`config.mk`:
```
export PLATFORM = sky130hd
export DESIGN_NAME = uno_horner
export DESIGN_NICKNAME = d
export VERILOG_FILES = /design/src/rtl/uno_pkg.sv /design/src/rtl/uno_norm.sv /design/src/rtl/uno_horner.sv
export SDC_FILE = /design/constraint.sdc
export NUM_CORES = 2
export LEC_CHECK = 0
export ABC_AREA = 1
export CAP_MARGIN = 20
export CORE_ASPECT_RATIO = 1.25
export CORE_UTILIZATION = 65
export DETAILED_ROUTE_END_ITERATION = 8
export PLACE_DENSITY = 0.83
export SLEW_MARGIN = 15
export SYNTH_ARGS = -nofsm -noshare
export SYNTH_HDL_FRONTEND = slang
export SYNTH_SLANG_ARGS = --single-unit
```
`constraint.sdc`:
```
create_clock -name clk -period 10.5 [get_ports clk]
set_input_delay 1.05 -clock clk [delete_from_list [all_inputs] [get_ports clk]]
set_output_delay 1.05 -clock clk [all_outputs]
set_load 0.05 [all_outputs]
```
`src/rtl/uno_pkg.sv`:
```
// uno_pkg -- shared types and constants for the uno_horner polynomial unit.
//
// Contents:
//   op_e      operation codes (MAC, divide, exp, log)
//   state_e   sequencer state encoding
//   Q075      0.75 in the Q format used by the unit
//   LN2_Q     ln(2) in the same Q format
//   EXP_TAB   exp(i) for every signed integer part i, saturated to the
//             largest positive operand value
//
// The constants are tabulated for the Q4.8 operand format, i.e. BW=12 and
// FRAC_BW=8. EXP_TAB is indexed by the raw two's-complement integer-part
// bits, so entries 0..7 hold exp(0..7) and entries 8..15 hold exp(-8..-1).
package uno_pkg;

    typedef enum logic [1:0] {
        OP_MAC = 2'b00,
        OP_DIV = 2'b01,
        OP_EXP = 2'b10,
        OP_LOG = 2'b11
    } op_e;

    typedef enum logic [2:0] {
        ST_IDLE,
        ST_PREP,
        ST_ITER,
        ST_FINAL,
        ST_DONE
    } state_e;

    localparam int Q_FRAC_BW = 8;
    localparam int Q_INT_BW  = 4;

    localparam int Q075  = 3 << (Q_FRAC_BW - 2);   // 0.75   -> 192
    localparam int LN2_Q = 177;                     // ln(2)  -> 177.4

    // exp(i) * 256, rounded; exp(3) and above saturate at 2047.
    localparam int EXP_TAB [2**Q_INT_BW] = '{
        256, 696, 1892, 2047, 2047, 2047, 2047, 2047,
        0,   0,   1,    2,    5,    13,   35,   94
    };

endpackage

```
`src/rtl/uno_norm.sv`:
```
// uno_norm -- combinational operand normaliser.
//
// Ports:
//   x_i       signed operand
//   e_o       exponent: (index of leading one) - (FRAC_BW-1)
//   x_norm_o  x_i shifted so the leading one sits at bit FRAC_BW-1
//   nonpos_o  x_i <= 0
//
// e_o and x_norm_o are meaningless when nonpos_o is set.
module uno_norm #(
    parameter int BW      = 12,
    parameter int FRAC_BW = 8,
    parameter int EW      = 6
) (
    input  logic signed [BW-1:0] x_i,
    output logic signed [EW-1:0] e_o,
    output logic        [BW-1:0] x_norm_o,
    output logic                 nonpos_o
);

    logic [EW-1:0] p;
    logic [BW-1:0] xu;

    assign xu       = x_i;
    assign nonpos_o = x_i[BW-1] || (x_i == '0);

    always_comb begin
        // Scan upward; the last hit is the leading one.
        p = '0;
        for (int i = 0; i < BW; i++) begin
            if (xu[i]) p = EW'(i);
        end
        e_o = $signed(p - EW'(FRAC_BW - 1));
        if (e_o[EW-1]) x_norm_o = xu << (-e_o);
        else           x_norm_o = xu >> e_o;
    end

endmodule

```
`src/rtl/uno_horner.sv`:
```
// uno_horner -- signed fixed-point MAC plus Horner-polynomial evaluator for
// divide, exp and log.
//
// Ports:
//   clk, rst                  clock, asynchronous active-high reset
//   in_valid / in_ready       request handshake; op, acc_en, X, Y, Z sampled
//                             when both are high
//   cfg_we, cfg_op, cfg_idx,  coefficient write port (C[cfg_op][cfg_idx])
//   cfg_data
//   out_valid / out_ready     result handshake; out_data and out_err hold
//                             while out_valid is high and out_ready is low
//   dbg_state                 current sequencer state
//
// Handshake: a transfer happens on a rising edge where valid and ready are
// both high; the producer keeps its payload steady until that edge.
//
// Build option: define UNO_SAT_EN to saturate every Horner step to BW bits
// instead of wrapping.
module uno_horner
    import uno_pkg::*;
#(
    parameter int BW      = 12,
    parameter int FRAC_BW = 8,
    parameter int TERMS   = 4
) (
    input  logic                         clk,
    input  logic                         rst,
    input  logic                         in_valid,
    output logic                         in_ready,
    input  logic [1:0]                   op,
    input  logic                         acc_en,
    input  logic signed [BW-1:0]         X,
    input  logic signed [BW-1:0]         Y,
    input  logic signed [2*BW-1:0]       Z,
    input  logic                         cfg_we,
    input  logic [1:0]                   cfg_op,
    input  logic [$clog2(TERMS)-1:0]     cfg_idx,
    input  logic signed [BW-1:0]         cfg_data,
    output logic                         out_valid,
    input  logic                         out_ready,
    output logic signed [2*BW-1:0]       out_data,
    output logic                         out_err,
    output state_e                       dbg_state
);

    localparam int W2 = 2 * BW;
    localparam int W3 = 3 * BW;
    localparam int IW = $clog2(TERMS);
    localparam int EW = $clog2(BW) + 2;

    state_e                state_q, state_d;
    op_e                   op_q;
    logic signed [BW-1:0]  x_q, y_q, acc_q, v_q;
    logic signed [W2-1:0]  scale_q, offset_q, out_data_q, mac_acc_q;
    logic                  out_err_q;
    logic [IW-1:0]         k_q;
    logic signed [BW-1:0]  coef_q [1:3][TERMS];

    logic signed [EW-1:0]  e;
    logic [BW-1:0]         x_norm;
    logic                  nonpos, dom_err;
    logic signed [BW-1:0]  v_d, acc_d, coef_k;
    logic signed [W2-1:0]  scale_d, offset_d, y_ext, mac_d, iter_sum, final_d;
    logic signed [W3-1:0]  fin_prod;
    logic                  cfg_ok;

    uno_norm #(.BW(BW), .FRAC_BW(FRAC_BW), .EW(EW)) u_norm (
        .x_i      (x_q),
        .e_o      (e),
        .x_norm_o (x_norm),
        .nonpos_o (nonpos)
    );

    assign in_ready  = (state_q == ST_IDLE);
    assign out_valid = (state_q == ST_DONE);
    assign out_data  = out_data_q;
    assign out_err   = out_err_q;
    assign dbg_state = state_q;

    // MAC resolves in the accept cycle, straight from the request inputs.
    assign mac_d   = W2'(X) * W2'(Y) + (acc_en ? mac_acc_q : Z);
    assign dom_err = nonpos && (op_q == OP_DIV || op_q == OP_LOG);
    assign y_ext   = W2'(y_q);

    // Per-op Horner variable, result scale and additive offset.
    always_comb begin
        v_d      = '0;
        scale_d  = '0;
        offset_d = '0;
        case (op_q)
            OP_EXP: begin
                v_d[FRAC_BW-1:0] = x_q[FRAC_BW-1:0];
                scale_d          = W2'(EXP_TAB[x_q[BW-1:FRAC_BW]]);
            end
            OP_LOG: begin
                v_d      = BW'(Q075) - x_norm;
                scale_d  = W2'(1) << FRAC_BW;
                offset_d = W2'(e) * W2'(LN2_Q);
            end
            default: begin
                v_d     = BW'(Q075) - x_norm;
                scale_d = e[EW-1] ? (y_ext <<< (-e)) : (y_ext >>> e);
            end
        endcase
    end

    assign coef_k   = coef_q[op_q][k_q];
    assign iter_sum = ((W2'(acc_q) * W2'(v_q)) >>> FRAC_BW) + W2'(coef_k);

`ifdef UNO_SAT_EN
    // In range only when every bit from BW-1 upward matches the sign.
    always_comb begin
        if (&iter_sum[W2-1:BW-1] || ~|iter_sum[W2-1:BW-1]) acc_d = iter_sum[BW-1:0];
        else if (iter_sum[W2-1])                           acc_d = {1'b1, {(BW-1){1'b0}}};
        else                                               acc_d = {1'b0, {(BW-1){1'b1}}};
    end
`else
    assign acc_d = BW'(iter_sum);
`endif

    assign fin_prod = W3'(acc_q) * W3'(scale_q);
    assign final_d  = W2'(fin_prod >>> FRAC_BW) + offset_q;

    always_ff @(posedge clk or posedge rst) begin
        if (rst) state_q <= ST_IDLE;
        else     state_q <= state_d;
    end

    always_comb begin
        state_d = state_q;
        case (state_q)
            ST_IDLE:  if (in_valid) state_d = (op_e'(op) == OP_MAC) ? ST_DONE : ST_PREP;
            ST_PREP:  state_d = dom_err ? ST_DONE : ST_ITER;
            ST_ITER:  if (k_q == '0) state_d = ST_FINAL;
            ST_FINAL: state_d = ST_DONE;
            ST_DONE:  if (out_ready) state_d = ST_IDLE;
            default:  state_d = ST_IDLE;
        endcase
    end

    always_ff @(posedge clk or posedge rst) begin
        if (rst) begin
            op_q       <= OP_MAC;
            x_q        <= '0;
            y_q        <= '0;
            acc_q      <= '0;
            v_q        <= '0;
            scale_q    <= '0;
            offset_q   <= '0;
            out_data_q <= '0;
            mac_acc_q  <= '0;
            out_err_q  <= 1'b0;
            k_q        <= '0;
        end else begin
            case (state_q)
                ST_IDLE: if (in_valid) begin
                    x_q  <= X;
                    y_q  <= Y;
                    op_q <= op_e'(op);
                    if (op_e'(op) == OP_MAC) begin
                        out_data_q <= mac_d;
                        mac_acc_q  <= mac_d;
                        out_err_q  <= 1'b0;
                    end
                end
                ST_PREP: begin
                    acc_q     <= coef_q[op_q][TERMS-1];
                    v_q       <= v_d;
                    scale_q   <= scale_d;
                    offset_q  <= offset_d;
                    k_q       <= IW'(TERMS - 2);
                    out_err_q <= dom_err;
                    if (dom_err) out_data_q <= '0;
                end
                ST_ITER: begin
                    acc_q <= acc_d;
                    k_q   <= k_q - 1'b1;
                end
                ST_FINAL: out_data_q <= final_d;
                default: ;
            endcase
        end
    end

    // Coefficients may change only while they cannot disturb an operation:
    // in IDLE, or in DONE for an op other than the one just finished.
    assign cfg_ok = cfg_we && (cfg_op != 2'b00) && (32'(cfg_idx) < TERMS) &&
                    ((state_q == ST_IDLE) || ((state_q == ST_DONE) && (cfg_op != op_q)));

    always_ff @(posedge clk or posedge rst) begin
        if (rst) begin
            for (int o = 1; o <= 3; o++) begin
                for (int k = 0; k < TERMS; k++) coef_q[o][k] <= '0;
            end
        end else if (cfg_ok) begin
            coef_q[cfg_op][cfg_idx] <= cfg_data;
        end
    end

endmodule

```
==> flow_summary.json <==
{
  "outcome": "completed",
  "cp_slowest_cell": "dfrtp_1",
  "htreeDepth": 1,
  "die_width_um": 213,
  "max_clock_freq_mhz": 125,
  "postPlaceCellArea_um2": 37500,
  "maximum_number_of_pins_on_one_net_before_global_route_repair": 140,
  "area_growth_pct": 6.47,
  "timing.setup.tns_ns": 0,
  "timing_max_transition_violations_final": 0,
  "syn_avg_cell_area_um2": 7.74,
  "grt_overflow_total": 0,
  "cts.sinks": 286,
  "ys_seq_elements": 286,
  "drtPass1Iterations": 6,
  "ios": 102,
  "critPathKind": "register to register",
  "synth.cell_area_um2": 36200,
  "hold_crit_class": "register to register",
  "worst_slew_pin_slew_ns": 1.09,
  "cpMostUsedCell": "nand2_1",
  "postCtsSetupRepairBufs": 0,
  "cts.repair.resized": 0,
  "track_usage_pct": 37.0,
  "synth.yosys.seq_area_share_pct": 19.8,
  "remaining_drc_errors": 0,
  "synth.distinct_cells": 57,
  "cts_tree": "done",
  "rsz_0062_raised_after_global_routing": "false",
  "die_span_y_um": 266,
  "most_frequent_cells_in_the_layout": "1334 x nand2_1, 931 x inv_1, 509 x fa_1, 315 x o21ai_0, 286 x dfrtp_1",
  "setup_viol": 0,
  "critical_path_arrival_ns": 8.45,
  "async_flop_share_pct": 100,
  "type_of_element_capturing_the_critical_path": "register",
  "clk_root_buffer_cell": "clkbuf_16",
  "synthesis.instances": 4682,
  "place.detailed.hpwl_mm": 76.6,
  "finalCriticalPeriod_ns": 8.01,
  "synth-edff-count": 0,
  "vias": 31000,
  "max_stage_delay_ns": 0.74,
  "final_min_period_over_clock_period_pct": 76.3,
  "route.final.wire_length_mm": 100,
  "layout.cells.most_common": "nand2_1",
  "synthesis.nets": 5491,
  "synth.yosys.warnings": 0,
  "crit_required_ns": 10.94,
  "worst_skew_pair.late_latency_ns": 0.61,
  "final_layout_size_suffix_gt1_share_pct": 3.38,
  "detailedRoute.firstIterationViolations": 2836,
  "timing_hold_violations_final": 0,
  "cp-start-kind": "register",
  "ys_dominant_reg_cell": "dfrtp_1",
  "gpl.final_weighted_congestion": 0.967,
  "number_of_placement_rows": 96,
  "max_transition_margin_pct": 27.1,
  "hold_buffer_count_at_cts": 0,
  "clkTransAtPathRegs_ns": 0.07,
  "layout.cell_area.non_filler_um2": 38600,
  "first_global_vias": 32000,
  "antenna_found_initial": 2,
  "fin_skew_ns": 0.0669,
  "maxCapViolations": 0,
  "global_route_wire_length_before_repair_mm": 164,
  "wl_per_cell_um": 18.6,
  "cts.path.max_buffers": 3,
  "finalNetCount": 5429,
  "cp_max_fo": 18,
  "initial_core_util_pct": 65.8,
  "area_inside_the_core_boundary_um2": 55000,
  "ant_nets": 0,
  "cts_made_buffers": 28,
  "via_per_inst": 5.77,
  "design.die.area_um2": 56700,
  "place.port_buffers": 101
}
logic make-up after synthesis:
kind of cell,after synthesis,synth area share (%)
compound gates,639,9.91
xor+xnor,97,2.35
fa+ha+maj,737,36.0
buf+inv,1176,12.3
flops,286,19.8
mux,13,0.380
simple gates,1734,19.3
cell type report:
type | count | area [um2]
timing repair buffer | 134 | 1280
sequential | 286 | 7160
fill | 4563 | 16500
clock buffer | 37 | 774
multi-input combinational | 3220 | 24600
antenna | 1 | 2.50
clock inverter | 13 | 210
inverter | 950 | 3580
tap | 735 | 920
cells in the mapped netlist (all sizes together) (2+ instances only):
| master | count | area [um2] |
|---|---|---|
| nand2 | 1341 | 5060 |
| inv | 947 | 3560 |
| fa | 509 | 10200 |
| o21ai | 325 | 1630 |
| dfrtp | 286 | 7160 |
| ha | 228 | 2850 |
| clkbuf | 187 | 702 |
| a21oi | 175 | 880 |
| nor2 | 155 | 631 |
| nand3 | 145 | 731 |
| xor2 | 54 | 473 |
| xnor2 | 43 | 377 |
| buf | 39 | 175 |
| or2 | 35 | 221 |
| nand4 | 31 | 194 |
| a31oi | 22 | 138 |
| o211ai | 20 | 150 |
| a22oi | 14 | 105 |
| nor3 | 14 | 70.1 |
| a32o | 13 | 130 |
| o221ai | 13 | 114 |
| o21bai | 8 | 60.1 |
| o22ai | 8 | 50.1 |
| mux2i | 7 | 70.1 |
| o31ai | 7 | 52.6 |
| mux2 | 6 | 67.6 |
| nand3b | 6 | 45.0 |
| o21a | 6 | 45.0 |
| a21o | 5 | 37.5 |
| o22a | 5 | 43.8 |
| a221oi | 4 | 35.0 |
| a2bb2oi | 4 | 35.0 |
| nor4 | 4 | 25.0 |
| a21boi | 3 | 22.5 |
| and2 | 3 | 18.8 |
| clkinv | 3 | 11.3 |
| a211oi | 2 | 15.0 |
state kept, by name (all words and copies together) (netlist names):
signal     cells
dbg_state      3
op_q           2
out_data      24
k_q            2
scale_q       24
out_err        1
mac_acc_q     24
offset_q      14
v_q           12
y_q           12
x_q           12
coef_q       144
acc_q         12
worst max-delay path, delay by kind of cell, from the launching register on:
family | cells | cell delay [ns]
adder cells (fa/ha/maj) | 7 | 3.16
XOR/XNOR | 1 | 0.12
AO/OA/AOI/OAI | 4 | 1.20
buffers and inverters | 3 | 0.60
AND/OR/NAND/NOR | 15 | 2.01
flip-flops | 1 | 0.74
metal layers:
metal,up-vias,global-route usage (%),part of all wire [%]
li1,14100,-,-
met1,15200,47.1,38
met2,1391,62.7,50
met3,321,3.84,7.2
met4,0,18.8,5.4
met5,-,0,0
final timing paths:
check,startpoint,slack (ns),to,cells past startpoint
max,acc_q[11],2.49,out_data[23],30
min,mac_acc_q[7],0.47,mac_acc_q[7],2
max reg2reg,acc_q[11],2.49,out_data[23],30
min reg2reg,mac_acc_q[7],0.47,mac_acc_q[7],2
max in group asynchronous,rst,7.83,out_data[16],3
min in group asynchronous,rst,1.06,acc_q[4],2
stage by stage:
step | worst slack [ns] | utilization (%) | std cells | hold slack, ns
3_5_place_dp | 2.76 | 68.2 | 5323 | 0.462
2_1_floorplan | 1.56 | - | 4682 | 0.436
5_1_grt | 1.92 | 70.1 | 5376 | 0.484
3_3_place_gp | 3.02 | 68.2 | 5323 | 0.456
6_report | 2.49 | 70.1 | 5376 | 0.472
4_1_cts | 2.69 | 70.0 | 5373 | 0.481
Power is left out: the tool's default activity adds up to more than one toggle a clock period on the data nets, which glitch-free logic cannot reach.
